--- src/rtl/lcd_clock_display_if.sv ---
// Write-only HD44780 character LCD bus (8-bit mode).
// The master drives the bus; the panel side is the slave.
interface lcd_clock_display_if;
  logic       lcd_e;
  logic       lcd_rs;
  logic       lcd_rw;
  logic [7:0] lcd_data;

  modport master (
    output lcd_e,
    output lcd_rs,
    output lcd_rw,
    output lcd_data
  );

  modport slave (
    input lcd_e,
    input lcd_rs,
    input lcd_rw,
    input lcd_data
  );
endinterface

--- src/rtl/lcd_clock_display.sv ---
// Shows binary hour/min/sec as "HH:MM:SS" on line 1 of an HD44780 LCD.
// All bus timing is counted in clock cycles; a frame is rewritten only when the time changes.
module lcd_clock_display #(
  parameter int E_PULSE    = 12,
  parameter int CMD_WAIT   = 2000,
  parameter int CLR_WAIT   = 82000,
  parameter int PWRUP_WAIT = 750000
) (
  input  logic                        clock,
  input  logic                        reset,
  input  logic [5:0]                  sec,
  input  logic [5:0]                  min,
  input  logic [5:0]                  hour,
  output logic                        busy,
  lcd_clock_display_if.master         lcd
);

  localparam int MAX_AB   = (PWRUP_WAIT > CLR_WAIT) ? PWRUP_WAIT : CLR_WAIT;
  localparam int MAX_CD   = (CMD_WAIT > E_PULSE) ? CMD_WAIT : E_PULSE;
  localparam int MAX_WAIT = (MAX_AB > MAX_CD) ? MAX_AB : MAX_CD;
  localparam int CW       = $clog2(MAX_WAIT + 1);

  localparam logic [CW-1:0] PWR_LAST = CW'(PWRUP_WAIT - 1);
  localparam logic [CW-1:0] E_LAST   = CW'(E_PULSE - 1);
  localparam logic [CW-1:0] CMD_LAST = CW'(CMD_WAIT - 1);
  localparam logic [CW-1:0] CLR_LAST = CW'(CLR_WAIT - 1);

  typedef enum logic [2:0] {
    PWRUP,
    INIT,
    IDLE,
    ADDR,
    CHARS
  } state_t;

  typedef enum logic [1:0] {
    PH_SETUP,
    PH_PULSE,
    PH_WAIT
  } phase_t;

  state_t         state_reg, state_next;
  phase_t         phase_reg, phase_next;
  logic [CW-1:0]  cnt_reg, cnt_next;
  logic [2:0]     idx_reg, idx_next;
  logic           shown_reg, shown_next;
  logic [17:0]    snap_reg;
  logic           snap_load;

  logic           e_reg;
  logic           rs_reg;
  logic [7:0]     data_reg;

  logic           wr_start;
  logic           byte_rs;
  logic [7:0]     byte_val;
  logic [CW-1:0]  wait_last;
  logic [17:0]    time_now;

  logic [7:0]     tens_chr [3];
  logic [7:0]     ones_chr [3];

  function automatic logic [3:0] tens_of(input logic [5:0] v);
    if (v >= 6'd60)      return 4'd6;
    else if (v >= 6'd50) return 4'd5;
    else if (v >= 6'd40) return 4'd4;
    else if (v >= 6'd30) return 4'd3;
    else if (v >= 6'd20) return 4'd2;
    else if (v >= 6'd10) return 4'd1;
    else                 return 4'd0;
  endfunction

  // The remainder is below 10, so 4-bit wrap-around arithmetic gives it exactly.
  function automatic logic [3:0] ones_of(input logic [5:0] v);
    logic [3:0] t;
    t = tens_of(v);
    return v[3:0] - (t * 4'd10);
  endfunction

  assign time_now = {hour, min, sec};

  // Index 0 = seconds, 1 = minutes, 2 = hours within the snapshot.
  genvar gi;
  generate
    for (gi = 0; gi < 3; gi++) begin : g_digits
      logic [5:0] field;
      assign field        = snap_reg[6*gi +: 6];
      assign tens_chr[gi] = 8'h30 + {4'h0, tens_of(field)};
      assign ones_chr[gi] = 8'h30 + {4'h0, ones_of(field)};
    end
  endgenerate

  // Clear display needs the long settle time; the byte on the bus identifies it.
  assign wait_last = (!rs_reg && data_reg == 8'h01) ? CLR_LAST : CMD_LAST;

  always_ff @(posedge clock or posedge reset) begin
    if (reset) begin
      state_reg <= PWRUP;
      phase_reg <= PH_SETUP;
      cnt_reg   <= '0;
      idx_reg   <= '0;
      shown_reg <= 1'b0;
      snap_reg  <= '0;
    end else begin
      state_reg <= state_next;
      phase_reg <= phase_next;
      cnt_reg   <= cnt_next;
      idx_reg   <= idx_next;
      shown_reg <= shown_next;
      if (snap_load) begin
        snap_reg <= time_now;
      end
    end
  end

  always_comb begin
    state_next = state_reg;
    phase_next = phase_reg;
    cnt_next   = cnt_reg;
    idx_next   = idx_reg;
    shown_next = shown_reg;
    snap_load  = 1'b0;

    case (state_reg)
      PWRUP: begin
        if (cnt_reg == PWR_LAST) begin
          state_next = INIT;
          phase_next = PH_SETUP;
          cnt_next   = '0;
          idx_next   = '0;
        end else begin
          cnt_next = cnt_reg + CW'(1);
        end
      end

      IDLE: begin
        if (!shown_reg || time_now != snap_reg) begin
          snap_load  = 1'b1;
          state_next = ADDR;
          phase_next = PH_SETUP;
          cnt_next   = '0;
          idx_next   = '0;
        end
      end

      INIT, ADDR, CHARS: begin
        case (phase_reg)
          PH_SETUP: begin
            phase_next = PH_PULSE;
            cnt_next   = '0;
          end
          PH_PULSE: begin
            if (cnt_reg == E_LAST) begin
              phase_next = PH_WAIT;
              cnt_next   = '0;
            end else begin
              cnt_next = cnt_reg + CW'(1);
            end
          end
          default: begin
            if (cnt_reg == wait_last) begin
              phase_next = PH_SETUP;
              cnt_next   = '0;
              case (state_reg)
                INIT: begin
                  if (idx_reg == 3'd5) begin
                    state_next = IDLE;
                    idx_next   = '0;
                  end else begin
                    idx_next = idx_reg + 3'd1;
                  end
                end
                ADDR: begin
                  state_next = CHARS;
                  idx_next   = '0;
                end
                default: begin
                  if (idx_reg == 3'd7) begin
                    state_next = IDLE;
                    shown_next = 1'b1;
                    idx_next   = '0;
                  end else begin
                    idx_next = idx_reg + 3'd1;
                  end
                end
              endcase
            end else begin
              cnt_next = cnt_reg + CW'(1);
            end
          end
        endcase
      end

      default: begin
        state_next = PWRUP;
        phase_next = PH_SETUP;
        cnt_next   = '0;
        idx_next   = '0;
      end
    endcase
  end

  // Byte for the transaction about to start, selected from the upcoming state/index.
  always_comb begin
    byte_rs  = 1'b0;
    byte_val = 8'h00;
    case (state_next)
      INIT: begin
        case (idx_next)
          3'd0, 3'd1, 3'd2: byte_val = 8'h38;
          3'd3:             byte_val = 8'h0C;
          3'd4:             byte_val = 8'h01;
          default:          byte_val = 8'h06;
        endcase
      end
      ADDR: byte_val = 8'h80;
      CHARS: begin
        byte_rs = 1'b1;
        case (idx_next)
          3'd0:    byte_val = tens_chr[2];
          3'd1:    byte_val = ones_chr[2];
          3'd2:    byte_val = 8'h3A;
          3'd3:    byte_val = tens_chr[1];
          3'd4:    byte_val = ones_chr[1];
          3'd5:    byte_val = 8'h3A;
          3'd6:    byte_val = tens_chr[0];
          default: byte_val = ones_chr[0];
        endcase
      end
      default: begin
        byte_rs  = 1'b0;
        byte_val = 8'h00;
      end
    endcase
  end

  assign wr_start = (phase_next == PH_SETUP) &&
                    (state_next == INIT || state_next == ADDR || state_next == CHARS);

  // Bus outputs are registered; rs/data only change at a transaction's setup cycle.
  always_ff @(posedge clock or posedge reset) begin
    if (reset) begin
      e_reg    <= 1'b0;
      rs_reg   <= 1'b0;
      data_reg <= 8'h00;
    end else begin
      e_reg <= (phase_next == PH_PULSE);
      if (wr_start) begin
        rs_reg   <= byte_rs;
        data_reg <= byte_val;
      end
    end
  end

  assign lcd.lcd_e    = e_reg;
  assign lcd.lcd_rs   = rs_reg;
  assign lcd.lcd_rw   = 1'b0;
  assign lcd.lcd_data = data_reg;
  assign busy         = (state_reg != IDLE);

endmodule

--- src/flat_wrapper.sv ---
// flat-port wrapper written by rule: the top's interface ports become plain ports
module lcd_clock_display_flat 
#(
  parameter int E_PULSE    = 12,
  parameter int CMD_WAIT   = 2000,
  parameter int CLR_WAIT   = 82000,
  parameter int PWRUP_WAIT = 750000
)
  (clock, reset, sec, min, hour, busy, lcd_lcd_e, lcd_lcd_rs, lcd_lcd_rw, lcd_lcd_data);
  lcd_clock_display_if lcd_i ();
  input  logic clock;
  input  logic reset;
  input  logic [5:0] sec;
  input  logic [5:0] min;
  input  logic [5:0] hour;
  output logic busy;
  output wire logic [$bits(lcd_i.lcd_e)-1:0] lcd_lcd_e;
  output wire logic [$bits(lcd_i.lcd_rs)-1:0] lcd_lcd_rs;
  output wire logic [$bits(lcd_i.lcd_rw)-1:0] lcd_lcd_rw;
  output wire logic [$bits(lcd_i.lcd_data)-1:0] lcd_lcd_data;
  assign lcd_lcd_e = lcd_i.lcd_e;
  assign lcd_lcd_rs = lcd_i.lcd_rs;
  assign lcd_lcd_rw = lcd_i.lcd_rw;
  assign lcd_lcd_data = lcd_i.lcd_data;
  lcd_clock_display #(.E_PULSE(E_PULSE), .CMD_WAIT(CMD_WAIT), .CLR_WAIT(CLR_WAIT), .PWRUP_WAIT(PWRUP_WAIT)) u_core (.clock(clock), .reset(reset), .sec(sec), .min(min), .hour(hour), .busy(busy), .lcd(lcd_i));
endmodule
--- config.mk ---
export PLATFORM = sky130hd
export DESIGN_NAME = lcd_clock_display_flat
export DESIGN_NICKNAME = d
export VERILOG_FILES = /design/src/rtl/lcd_clock_display_if.sv /design/src/rtl/lcd_clock_display.sv /design/src/flat_wrapper.sv
export SDC_FILE = /design/constraint.sdc
export NUM_CORES = 1
export LEC_CHECK = 0
export ABC_AREA = 1
export BUFFER_PORTS_ARGS = -buffer_cell sky130_fd_sc_hd__buf_2
export CORE_ASPECT_RATIO = 0.8
export CORE_MARGIN = 2
export CORE_UTILIZATION = 55
export DETAILED_ROUTE_END_ITERATION = 10
export PLACE_DENSITY = 0.79
export SYNTH_ARGS = -nofsm -noshare
export SYNTH_HDL_FRONTEND = slang
export SYNTH_SLANG_ARGS = --single-unit
--- constraint.sdc ---
create_clock -name clock -period 5.2 [get_ports clock]
set_input_delay 1.04 -clock clock [delete_from_list [all_inputs] [get_ports clock]]
set_output_delay 1.04 -clock clock [all_outputs]
set_load 0.02 [all_outputs]
==> run summary, run 1 <==
Detailed placement ended at an HPWL of 7510 µm. The worst IR drop on VDD came out at 0.116 mV. For this design, the sink count on the clock tree is 55. The max-slew violation count came out at 0. The maximum clock frequency came out at 341 MHz. In the final layout, the multi-input gates occupy 2370 µm².

Synthesis handed over a netlist of 577 instances. The largest net degree at the start of global routing is 56. The cell internal power dissipation came out at 0.592 mW. The total global routing overflow is 0. The mean area per synthesized cell is 7.22 µm². The worst setup path is launched from a primary input. The final number of hold-violating endpoints came out at 0. The clock reaches the later pin of the worst-skew pair after 310 ps. The clock slew at the register clock pins of the worst setup and hold paths is 100 ps. For the worst flop-to-flop path, the logic depth is 16.

The register share of total power came out at 55.1%. The number of fill cells came out at 653. The power per unit of standard cell area came out at 180 nW/µm². The library cells used most frequently in the layout, excluding fill and tap cells, are 142 x nand2_1, 73 x inv_1, 60 x nor2_1. The worst slack on hold paths is 535 ps.

The worst setup path startpoint is hour[1]. The total die area is 8290 µm². The number of antenna cells inserted came out at 0. The aggregate negative setup slack is 0 ps.

At the placement stage, the worst setup path has a slack of 1970 ps. At the end of the flow, the number of nets in the layout was 636. The wire length of the first global-routing pass is 16,300 µm. The ratio of cells with drive above 1 in the final layout is 16.6%. The critical path in this run is classified as in -> reg. The vertical die dimension is 81.8 µm. The detailed-route wire length per cell came out at 13.8 µm. The part of the cycle the worst path needs is 56.5%. The number of synthesized register bits came out at 55. In this run the critical register-to-register path is launched from u_core.snap_reg[9]. The sum of internal, switching and leakage power is 0.805 mW. The number of CTS-inserted buffers is 5. The Yosys step of the flow raised 0 warnings. The final clock skew came out at 6.78 ps. Setup repair after global routing left no endpoint under its margin.

TritonCTS built the clock tree. The end of the worst register-to-register path is u_core.lcd.lcd_data[2]. The detailed-route via count came out at 3,818.

The number of antenna violations at the first check in global routing came out at 0. For the pin with the worst max-slew slack, the measured transition is 685 ps. The worst hold path begins at u_core.lcd.lcd_rs. The most common cell after layout, fill and taps aside is nand2_1. The aggregate global-route resource usage is 25.1%.

The part of the total power dissipated in the clock network came out at 32.1%. Buffers inserted to repair hold after CTS numbered 0. After detailed placement, the design holds a cell count of 689.

The data required time of the critical path came out at 5440 ps. The class of the worst hold path is reg -> reg. The switching power is 0.213 mW. The largest driver fanout on the critical path came out at 15.

The area added between synthesis and finish came out at 7.48%. The die outline width is 101 µm. Port buffering added 29 buffers. The post-synthesis cell type count came out at 49.

The reg2reg setup slack is 2550 ps. The count of antenna-violating nets left after detailed routing is 0. The routing usage on met3 is 3.66%. In the routed layout, each cell is associated on average with a via count of 5.48. The met1 routing resource usage after global routing is 38.4%. The most used flip-flop cell after synthesis is dfrtp_1. Counting along the longest clock path gives a buffer depth of 2. The first routing iteration left 277 violations. Summed over all cells, the static leakage comes to 2.19 nW.

The first detailed-routing pass took 5 iterations. The final worst slack came out at 2260 ps. The netlist area before placement is 4170 µm². The total setup buffers inserted after CTS came out at 0.

The routed design has 9640 µm of wire. The worst slew margin relative to its limit is 54.3%. The worst hold path was traced through 2 stages. The total area inside the core boundary comes to 7360 µm². The total of cells resized after clock tree synthesis is 0. The number of max-capacitance violations reported is 0.

The H-tree generated during clock tree synthesis spans 2 levels. The number of enable-type register cells in the synthesized netlist is 0. During I/O placement, the number of pins put on the boundary was 32. The number of global-route vias before repair is 3,418. The finished layout holds 697 standard cells, fillers aside. The switching part of the total came out at 26.5%. In the global route stage, met2 resource usage came out at 36.7%. The critical path capture point type is a register. The number of flip-flops under the largest register name is 20.

The smallest clock period supported by the final layout is computed as 2940 ps. The starting utilization of the core area is 56.6%. The congestion estimate from routability-driven global placement came to 0.936. The DRC violations left came out at 0. The layer flagged by global routing as most heavily used is met1. The run finished with clean final reports. For hold timing, the worst endpoint is u_core.lcd.lcd_rs.

The setup-violating endpoint count in the final report came out at 0. The share of total power dissipated in combinational logic is 12.8%. The async set-reset flop share out of synthesis came out at 100%. The storage element area came out at 1380 µm². The proportion of synthesized chip area in sequential cells came out at 33.0%. The root buffer cell chosen for the clock tree is clkbuf_8. The row count is 28. Data arrives at the worst endpoint at 3180 ps.
==> cell usage after synthesis, types with 2 or more instances <==
| cell | instances | area share [%] |
|---|---|---|
| nor2_2 | 4 | 0.60 |
| nor3_1 | 6 | 0.72 |
| nand4_4 | 2 | 1.0 |
| nand2_1 | 142 | 13 |
| fa_1 | 3 | 1.4 |
| ha_1 | 7 | 2.1 |
| nor2_8 | 2 | 0.96 |
| o22ai_1 | 13 | 2.0 |
| o311ai_0 | 2 | 0.42 |
| xor2_1 | 23 | 4.8 |
| clkbuf_1 | 5 | 0.45 |
| o2111ai_1 | 2 | 0.42 |
| a21oi_2 | 3 | 0.63 |
| nor4_2 | 2 | 0.60 |
| nand3b_1 | 3 | 0.54 |
| buf_4 | 3 | 0.54 |
| inv_2 | 18 | 1.6 |
| nor4_1 | 4 | 0.60 |
| nand3_2 | 2 | 0.48 |
| nor3_2 | 7 | 1.7 |
| o211ai_1 | 4 | 0.72 |
| nand2_4 | 3 | 0.81 |
| nor2_1 | 60 | 5.4 |
| nand3_1 | 26 | 3.1 |
| o31ai_1 | 2 | 0.36 |
| xnor2_1 | 4 | 0.84 |
| o21ai_2 | 4 | 0.84 |
| a21oi_1 | 21 | 2.5 |
| inv_1 | 74 | 6.7 |
| o21ai_0 | 28 | 3.4 |
| nor2_4 | 2 | 0.54 |
| nand4_1 | 17 | 2.6 |
| nand2_2 | 9 | 1.4 |
| dfrtp_1 | 55 | 33 |
==> kinds of logic after synthesis <==
logic type      synth area share, %
compound gates                 12.4
xor+xnor                       5.68
fa+ha+maj                      3.54
buf+inv                        10.0
flops                          33.0
other cells                  0.0900
simple gates                   35.2
==> through the flow <==
stage / cell area (µm²) / util (%)
after floorplan: 4170 / -
after global placement: 4380 / 59.5
after detailed placement: 4380 / 59.5
after CTS: 4480 / 60.9
after global routing: 4480 / 60.9
final: 4480 / 60.9
==> critical path, stage by stage <==
cell and delay, ps:
buf_2 100, inv_1 40, nand2_1 70, nand2_1 50, nor2_1 120, nand2_1 70
nor2_2 180, nand4_4 290, nand2_4 200, nand2_2 60, nand2_2 210, inv_2 160
nor3_2 190, nand2_1 80, nand3b_1 110, nand2_1 70, a21oi_1 130
==> power groups by stage <==
| stage | Clock, mW | Combinational (mW) | Sequential (mW) |
|---|---|---|---|
| finish | 0.259 | 0.103 | 0.444 |
| global route | 0.281 | 0.119 | 0.445 |
| CTS | 0.267 | 0.103 | 0.443 |
| detailed placement | 0 | 0.102 | 0.452 |
| global placement | 0 | 0.100 | 0.451 |
| floorplan | 0 | 0.0726 | 0.450 |
==> area by class of cell <==
type                            instances  share of cell area (%)
Clock buffer                            8                    2.24
Inverter                               92                    7.71
Multi-Input combinational cell        420                    53.0
Sequential cell                        55                    30.7
Tap cell                               90                    2.52
Timing Repair Buffer                   32                    3.75
==> layer usage <==
| metal | share of wire [%] | wire length (µm) |
|---|---|---|
| met5 | 0 | 0 |
| met4 | 1.4 | 131 |
| met3 | 5.9 | 564 |
| met2 | 42 | 4050 |
| met1 | 51 | 4900 |
==> how the worst max path moves through the flow <==
stage               slack (ps)                     end  cells past startpoint
floorplan                 2620  u_core.lcd.lcd_data[1]                     14
global placement          2010  u_core.lcd.lcd_data[3]                     17
detailed placement        1970  u_core.lcd.lcd_data[3]                     17
CTS                       2290  u_core.lcd.lcd_data[3]                     16
global route              2060  u_core.lcd.lcd_data[3]                     17
finish                    2260  u_core.lcd.lcd_data[3]                     17
Note: power is estimated with default switching activity, not from simulation.
==> run 2: changes to the inputs <==
--- a/config.mk
+++ b/config.mk
@@ -11,7 +11,7 @@
 export CORE_MARGIN = 2
 export CORE_UTILIZATION = 55
 export DETAILED_ROUTE_END_ITERATION = 10
-export PLACE_DENSITY = 0.79
+export PLACE_DENSITY = 0.82
 export SYNTH_ARGS = -nofsm -noshare
 export SYNTH_HDL_FRONTEND = slang
 export SYNTH_SLANG_ARGS = --single-unit
==> constraint.sdc (replaced) <==
create_clock -name clock -period 2.5 [get_ports clock]
set_input_delay 0.5 -clock clock [delete_from_list [all_inputs] [get_ports clock]]
set_output_delay 0.5 -clock clock [all_outputs]
set_load 0.02 [all_outputs]
==> run 2 against run 1 <==
  * Utilization is 4.3 points higher
  * Cell area is 7.1% higher
  * Combinational power is 150% higher
  * Via count is 6.9% higher
  * Clock power is 100% higher
  * Cell count is 2.9% higher
  * Non-clock buffer count is 20 higher
  * Total power is 110% higher
  * Clock skew is 3.7 ps higher
  * Worst setup slack worse by 2200 ps
  * Critical endpoint unchanged
==> run summary, run 2 (synthesis results as in run 1) <==
The run finished with clean final reports. The final wirelength came out at 11,200 µm (+16%). The worst IR drop on VDD came out at 0.305 mV (+160%). STA classifies the critical path endpoint as a register. The depth of the worst register-to-register path came to 15 (-1). The path class of the tightest hold or removal check is in -> async. The power per unit of standard cell area came out at 354 nW/µm² (+97%). The largest net degree at the start of global routing is 56 (unchanged).

The max-slew violation count came out at 0 (unchanged). The number of optimization iterations in the first detailed-route pass is 5 (unchanged). The initial DRC count came out at 409 (+48%). The final clock skew is 10.5 ps (+3.74 ps). The post-layout net count is 657 (+3.3%). The worst slew margin relative to its limit came out at 52.2% (-2.1 points). The maximum clock path buffer count came out at 2 (unchanged). STA classifies the critical path startpoint as a register.

The endpoint identified for the worst register-to-register timing path is u_core.lcd.lcd_data[3]. The detailed-route wire length per cell is 15.6 µm (+12%). The minimum clock period after layout came out at 2460 ps. The routability-driven placement congestion ratio came out at 0.937 (about the same). The tree is rooted in a clkbuf_8.

The wire length of the first global-routing pass is 17,600 µm (+7.6%). The maximum clock frequency came out at 406 MHz. The deepest level of the CTS H-tree came out at 2 (unchanged). The part of the cycle the worst path needs is 98.5%. The aggregate global-route resource usage came out at 26.9% (+1.9 points). The number of flip-flops under the largest register name is 20 (unchanged). The largest driver fanout on the critical path came out at 6 (-9).

The vertical die dimension is 81.8 µm (unchanged). The summed area of non-filler cells in the final layout came to 4790 µm² (+7.1%). From synthesis to final layout, the design area changed by 15.1%. The number of CTS-inserted buffers came out at 5 (unchanged). The register share of total power is 54.5% (-0.6 points). The number of fill cells came out at 629 (-3.7%).

The final worst slack came out at 37.7 ps (-2230 ps). The fraction of power consumed by combinational cells came out at 15.1% (+2.3 points). The arrival time at the worst endpoint is 2710 ps (-470 ps). The sink count of the clock tree was 55 (unchanged). The number of antenna cells inserted came out at 0 (unchanged).

The starting utilization of the core area came out at 56.6% (unchanged). The switching power is 0.478 mW (+120%). The most common cell after layout, fill and taps aside is nand2_1.

In this run the worst setup path begins at u_core.snap_reg[15]. The total core area came out at 7360 µm² (unchanged). In this run the critical register-to-register path is launched from u_core.snap_reg[15]. The post-detailed-placement half-perimeter wirelength came to 8030 µm (+6.9%). The post-placement cell area is 4460 µm² (+1.8%). In the layout the commonest cells are 137 x nand2_1, 66 x inv_1, 50 x dfrtp_1. Setup repair after global routing could not meet its margin everywhere. The detail-routed via count per cell was 5.69 (+3.9%).

The count of antenna-violating nets left after detailed routing came to 0 (unchanged). The number of antenna violations at the first check in global routing came out at 0 (unchanged). The clock slew at the register clock pins of the worst setup and hold paths is 100 ps (about the same). The setup-violating endpoint count in the final report came to 0 (unchanged). The DRC violations left came out at 0 (unchanged). The total global routing overflow is 0 (unchanged). The reg2reg setup slack was 40 ps (-2510 ps).

The final number of hold-violating endpoints is 0 (unchanged). The die outline width is 101 µm (unchanged). The number of max-capacitance violations reported is 0 (unchanged). The worst slack on hold paths is 367 ps (-168 ps).

The number of port buffers was 29 (unchanged). The placement-stage worst setup slack came out at 2.80 ps (-1970 ps). The category of the most critical setup path is reg -> reg. The data required time of the critical path came out at 2750 ps (-2690 ps).

The number of top-level pins was 32 (unchanged). The part of the total power dissipated in the clock network is 30.4% (-1.7 points). The source-to-sink clock delay at the later pin of the worst-skew pair is 310 ps (about the same). The ratio of cells with drive above 1 in the final layout came to 26.6% (+10 points). The total leakage power is 2.28 nW (+4.3%). The row count is 28 (unchanged). The number of global-route vias before repair is 3,717 (+8.7%). The clock tree from TritonCTS is yes.

The switching part of the total was 28.1% (+1.6 points). The actual transition at the worst max-transition pin was 716 ps (+30.8 ps). The total die area was 8290 µm² (unchanged).

The cell internal power dissipation is 1.22 mW (+110%). The detailed-route via count is 4,080 (+6.9%).
run 2: cell type report:
| cell class | instances | area (µm²) | share of cell area [%] |
|---|---|---|---|
| clock buffer | 6 | 82.6 | 1.72 |
| clock inverter | 1 | 5.00 | 0.104 |
| inverter | 92 | 350 | 7.31 |
| multi-input combinational | 421 | 2530 | 52.8 |
| sequential | 55 | 1380 | 28.8 |
| tap | 90 | 113 | 2.35 |
| timing repair buffer | 52 | 330 | 6.89 |
run 2: per-stage QoR:
stage	cells	utilization (%)	total power [mW]	TNS, ps
2_1_floorplan	578	-	1.09	0
3_3_place_gp	698	60.6	1.15	-5.29
3_5_place_dp	698	60.6	1.16	0
4_1_cts	705	61.8	1.67	-16.6
5_1_grt	717	65.2	1.78	-204
6_report	717	65.2	1.70	0
run 2: power by group through the flow:
stage | combinational [mW] | sequential (mW) | clock [mW]
floorplan | 0.151 | 0.935 | 0
global placement | 0.217 | 0.938 | 0
detailed placement | 0.222 | 0.938 | 0
global route | 0.291 | 0.927 | 0.566
finish | 0.257 | 0.926 | 0.517
CTS | 0.225 | 0.921 | 0.528
run 2: worst max path at each step:
stage                                   endpoint  cells past startpoint
after floorplan           u_core.lcd.lcd_data[3]                     15
after global placement    u_core.lcd.lcd_data[2]                     16
after detailed placement  u_core.lcd.lcd_data[3]                     14
after CTS                 u_core.lcd.lcd_data[3]                     14
after global routing      u_core.lcd.lcd_data[3]                     15
final                     u_core.lcd.lcd_data[3]                     15
run 2: layer usage:
metal	vias to the layer above	part of all wire (%)	global-route usage [%]
met5	-	0	0
met4	0	2.4	7.84
met3	37	7.2	5.53
met2	197	45	40.5
met1	1876	45	39.1
li1	1970	-	-
run 2: repair_timing:
| action | CTS | global route |
|---|---|---|
| setup buffers | 0 | 11 |
| endpoints found under the setup margin | 2 | 7 |
| hold buffers | 0 | 0 |
| pin swaps | 0 | 21 |
| gates resized for setup | 3 | 52 |
| cloned | 0 | 1 |
run 2: critical path: stages (launching register included):
cell	delay, ps
dfrtp_2	500
nor2_4	50
nor2_1	110
nor2_1	70
nand2_1	100
o311ai_2	120
nand2_1	100
nand2_2	80
ha_4	170
fa_2	360
xnor2_2	180
xor2_1	180
nand3_1	90
nand3b_1	100
nand2_1	70
a21oi_2	110
